[config.mk]
export PLATFORM = sky130hd
export DESIGN_NAME = alu_iter_exec
export DESIGN_NICKNAME = d
export VERILOG_FILES = /design/src/rtl/alu_iter_exec.sv
export SDC_FILE = /design/constraint.sdc
export NUM_CORES = 1
export LEC_CHECK = 0
export BUFFER_PORTS_ARGS = -buffer_cell sky130_fd_sc_hd__clkbuf_2
export CORE_MARGIN = 3
export CORE_UTILIZATION = 45
export DETAILED_ROUTE_END_ITERATION = 8
export HOLD_SLACK_MARGIN = 0.02
export PLACE_DENSITY = 0.65
export SYNTH_ARGS = -nofsm -noshare
export SYNTH_HDL_FRONTEND = slang
export SYNTH_SLANG_ARGS = --single-unit
[constraint.sdc]
create_clock -name clk -period 4.1 [get_ports clk]
set_input_delay 0.82 -clock clk [delete_from_list [all_inputs] [get_ports clk]]
set_output_delay 0.82 -clock clk [all_outputs]
set_load 0.05 [all_outputs]
[src/rtl/alu_iter_exec.sv]
// Execute-stage ALU with a valid/ready handshake on both sides.
// Single-cycle logic/arith/compare ops; shifts iterate SHIFT_STEP bits per cycle.
module alu_iter_exec #(
    parameter int DATA_WIDTH  = 32,
    parameter int SHAMT_WIDTH = 5,
    parameter int SHIFT_STEP  = 1
) (
    input  logic                  clk,
    input  logic                  reset,
    input  logic                  in_valid,
    output logic                  in_ready,
    input  logic [3:0]            Operation,
    input  logic [DATA_WIDTH-1:0] SrcA,
    input  logic [DATA_WIDTH-1:0] SrcB,
    input  logic                  flush,
    output logic                  out_valid,
    input  logic                  out_ready,
    output logic [DATA_WIDTH-1:0] ALUResult,
    output logic                  illegal,
    output logic                  busy
);

    typedef enum logic [1:0] {IDLE, SHIFT, DONE} state_t;

    // A step wider than the largest shift amount simply finishes in one cycle.
    localparam int STEP_CAP = (SHIFT_STEP < (1 << SHAMT_WIDTH)) ? SHIFT_STEP : (1 << SHAMT_WIDTH) - 1;
    localparam logic [SHAMT_WIDTH-1:0] STEP_K = SHAMT_WIDTH'(STEP_CAP);

    state_t                  state_q, state_d;
    logic [DATA_WIDTH-1:0]   result_q, result_d;
    logic                    illegal_q, illegal_d;
    logic [SHAMT_WIDTH-1:0]  rem_q, rem_d;
    logic [1:0]              sop_q, sop_d;

    logic                    accept;
    logic                    is_shift;
    logic [SHAMT_WIDTH-1:0]  shamt;
    logic [SHAMT_WIDTH-1:0]  step_k;
    logic [DATA_WIDTH:0]     alu_out;

    // Returns {illegal, result}; shift codes return SrcA, which is the shamt==0 answer.
    function automatic logic [DATA_WIDTH:0] alu_op(input logic [3:0] op,
                                                   input logic [DATA_WIDTH-1:0] a,
                                                   input logic [DATA_WIDTH-1:0] b);
        logic [DATA_WIDTH-1:0] r;
        logic                  ill;
        r   = '0;
        ill = 1'b0;
        case (op)
            4'b0000: r = a & b;
            4'b0001: r = a | b;
            4'b0010: r = a + b;
            4'b0011: r = a - b;
            4'b0100, 4'b0101, 4'b0111: r = a;
            4'b1000: r = {{(DATA_WIDTH-1){1'b0}}, (a == b)};
            4'b1001, 4'b1100: r = {{(DATA_WIDTH-1){1'b0}}, ($signed(a) < $signed(b))};
            4'b1010: r = a ^ b;
            default: ill = 1'b1;
        endcase
        return {ill, r};
    endfunction

    // kind = Operation[1:0]: 00 SLL, 01 SRL, 11 SRA.
    function automatic logic [DATA_WIDTH-1:0] shift_by(input logic [1:0] kind,
                                                       input logic [DATA_WIDTH-1:0] v,
                                                       input logic [SHAMT_WIDTH-1:0] k);
        logic [DATA_WIDTH-1:0] r;
        case (kind)
            2'b00:   r = v << k;
            2'b01:   r = v >> k;
            default: r = $signed(v) >>> k;
        endcase
        return r;
    endfunction

    assign in_ready  = (state_q == IDLE) && !reset;
    assign accept    = in_valid && in_ready && !flush;
    assign is_shift  = (Operation == 4'b0100) || (Operation == 4'b0101) || (Operation == 4'b0111);
    assign shamt     = SrcB[SHAMT_WIDTH-1:0];
    assign step_k    = (rem_q < STEP_K) ? rem_q : STEP_K;
    assign out_valid = (state_q == DONE);
    assign busy      = (state_q != IDLE);
    assign ALUResult = result_q;
    assign illegal   = illegal_q;

    always_comb begin
        state_d   = state_q;
        result_d  = result_q;
        illegal_d = illegal_q;
        rem_d     = rem_q;
        sop_d     = sop_q;
        alu_out   = alu_op(Operation, SrcA, SrcB);
        case (state_q)
            IDLE: begin
                if (accept) begin
                    result_d  = alu_out[DATA_WIDTH-1:0];
                    illegal_d = alu_out[DATA_WIDTH];
                    if (is_shift && shamt != '0) begin
                        rem_d   = shamt;
                        sop_d   = Operation[1:0];
                        state_d = SHIFT;
                    end else begin
                        state_d = DONE;
                    end
                end
            end
            SHIFT: begin
                result_d = shift_by(sop_q, result_q, step_k);
                rem_d    = rem_q - step_k;
                if (rem_q == step_k) state_d = DONE;
            end
            DONE: begin
                if (out_ready) state_d = IDLE;
            end
            default: state_d = IDLE;
        endcase
        // Abort wins over everything; the last visible result is left untouched.
        if (flush) begin
            state_d   = IDLE;
            illegal_d = 1'b0;
            result_d  = result_q;
        end
    end

    always_ff @(posedge clk) begin
        if (reset) begin
            state_q   <= IDLE;
            result_q  <= '0;
            illegal_q <= 1'b0;
            rem_q     <= '0;
            sop_q     <= '0;
        end else begin
            state_q   <= state_d;
            result_q  <= result_d;
            illegal_q <= illegal_d;
            rem_q     <= rem_d;
            sop_q     <= sop_d;
        end
    end

endmodule
==> reports/summary.txt <==
Run status -> finished clean
Num rows -> 47
# fillers -> 1710
Nets -> 1428
Count of final setup violators -> 0
Post-layout util -> 0.530
Max frequency -> 270 MHz
Ports -> 109
Post-DR wirelength/cell -> 20.4 µm
Placer Congestion -> 0.999
Yosys warns -> 0
Worst Path Arrival -> 3930 ps
Mapped Cells -> 1154
Fin Setup TNS -> 0 ps
Post-synth cell types -> 83
Critical Path Sink Type -> flip-flop
Placed Area -> 8800 µm²
Sequential share of the synthesized area -> 0.107
Hold_buf cts -> 0
Synth area leaders -> ha_1 (17%), dfxtp_1 (11%), a21oi_1 (6.8%)
Req. time, crit path -> 4330 ps
GR Overflow Total -> 0
Mapped Area -> 7880 µm²
Largest fanout on the critical path -> 5
Final hold violation count -> 0
Max Cap Violations -> 0
Syn-to-layout area delta -> 13.4%
DRT iter0 DRCs -> 1310
Area share of the largest cell type after synthesis -> 0.173
Commonest non-fill, non-tap cell in the layout -> ha_1
PostCTS Resize Cnt -> 0
Fin. max-slew vios -> 0
CTS buffer count -> 5
Die Y -> 138 µm
DP Cell Count -> 1457
CTS root buf -> clkbuf_16
Via Count -> 9466
Pwr dens -> 204 nW/µm²
Initial antenna violation count -> 0
Slowest CP cell -> fa_1
Post-CTS Setup Repair Bufs -> 0
Clock sinks -> 42
CTS Buffer Depth -> 2
Global Route Usage Sum -> 0.294
CP cell instances -> clkbuf_2 > ha_1 > inv_1 > fa_1 > nor2b_1 > o31a_1 > o31ai_1 > a21oi_1 > o2111ai_1 > a211oi_1 > a221oi_1 > buf_4 > o32a_1 > a21boi_2
Ys flop type -> dfxtp_1
Commonest non-fill, non-tap cells in the layout -> ha_1 (109), clkbuf_2 (108), a21oi_1 (107)
Port Buffers -> 108
Max stage delay on crit path -> 410 ps
# DRC -> 0
Crit start category -> input pin
Post-route insts no fill -> 1464
Hold crit path type -> reg2reg
Via density -> 6.47
Unrepaired setup endpoints after global routing -> false
Wirelength, routed -> 29900 µm
Design Area, Final -> 8940 µm²
Latest clock arrival within the worst-skew pair -> 290 ps
Mapped Nets -> 1338
First-pass GRT wire length -> 47000 µm
Final min period -> 3700 ps
Pin count of the biggest net entering global routing -> 38
Leakage power -> 3.91 nW
Yosys top cell by area -> ha_1
Post-synth ARST share -> 0
VDD IR max -> 0.000141 V
Setup CP Type -> in2reg
Reg clk slew, reported paths -> 60 ps
Max transition margin -> 0.458
Share of cells above drive strength 1 -> 0.160
Horiz. Die Dim -> 138 µm
Syn Area/Cell -> 6.83 µm²
WHS -> 500 ps
Clk_skew -> 4.75 ps
First-pass iteration count of the detailed router -> 8
Die area -> 19100 µm²
Vias in the first global route -> 8391
Final HPWL DP -> 23300 µm
H-tree lvl count -> 2
EDFF count, synth -> 0
Worst slew pin tran -> 811 ps
Final period utilization -> 0.903
Synth Register Bits -> 42
CTS tree -> yes
ANT cells -> 0
Initial Utilization -> 0.467
ANT nets after route -> 0
Core area -> 16900 µm²
==> worst paths after layout <==
check                           startpoint       endpoint  slack, ps  depth (start not counted)
worst max register to register    rem_q[4]       rem_q[0]       1170                          9
worst max-delay path               SrcB[0]  ALUResult[26]        400                         14
worst min register to register    sop_q[0]       sop_q[0]        500                          2
worst min-delay path              sop_q[0]       sop_q[0]        500                          2
==> report_power, final <==
| part | total [mW] | internal [mW] | switching, mW |
|---|---|---|---|
| registers | 0.454 | 0.428 | 0.0267 |
| logic | 0.975 | 0.339 | 0.636 |
| clock network | 0.391 | 0.220 | 0.170 |
| total | 1.82 | 0.987 | 0.833 |
==> Yosys cell counts, drive strengths merged (9+ instances only) <==
cell type	n
a211oi	16
a21o	10
a21oi	108
a221oi	24
a22oi	18
a311oi	10
a31oi	25
and2	10
and3	10
buf	16
clkbuf	63
dfxtp	42
ha	109
inv	97
mux2i	13
nand2	103
nand3	23
nor2	95
nor2b	17
nor3	35
nor4	11
o2111ai	12
o211ai	17
o21ai	90
o21bai	13
o221ai	9
o22ai	10
o31ai	22
==> state kept, by name (all words and copies together), names as in the netlist <==
signal,cells
ALUResult,32
illegal,1
rem_q,5
state_q,2
sop_q,2
==> per-stage QoR <==
step	setup WS [ps]	total power, mW
4_1_cts	486	1.80
3_3_place_gp	191	1.41
5_1_grt	218	1.92
2_1_floorplan	677	1.09
3_5_place_dp	200	1.41
6_report	396	1.82
==> per-layer routing <==
metal / part of all wire / track usage / up-vias
li1: - / - / 4438
met1: 0.46 / 0.451 / 4415
met2: 0.41 / 0.427 / 578
met3: 0.12 / 0.0573 / 35
met4: 0.015 / 0.0525 / 0
met5: 0 / 0 / -
==> cell families after synthesis <==
| kind of cell | Yosys count | synth area share |
|---|---|---|
| AND/OR/NAND/NOR | 348 | 0.209 |
| adder cells (fa/ha/maj) | 111 | 0.178 |
| buffers and inverters | 178 | 0.0874 |
| XOR/XNOR | 7 | 0.00778 |
| AO/OA/AOI/OAI | 453 | 0.392 |
| flip-flops | 42 | 0.107 |
| multiplexers | 15 | 0.0194 |
==> area by class of cell <==
cell class	instances	area, µm²	area share
Clock inverter	2	10.0	0.00112
Clock buffer	5	125	0.0140
Tap cell	220	275	0.0308
Timing Repair Buffer	162	946	0.106
Sequential cell	42	841	0.0941
Multi-Input combinational cell	934	6370	0.713
Inverter	99	372	0.0416
==> worst max-delay path, delay by kind of cell <==
family                   cells  cell delay [ps]
adder cells (fa/ha/maj)      2              610
buffers and inverters        3              420
AO/OA/AOI/OAI                8             1920
AND/OR/NAND/NOR              1              160
Note: power is estimated with default switching activity, not from simulation.
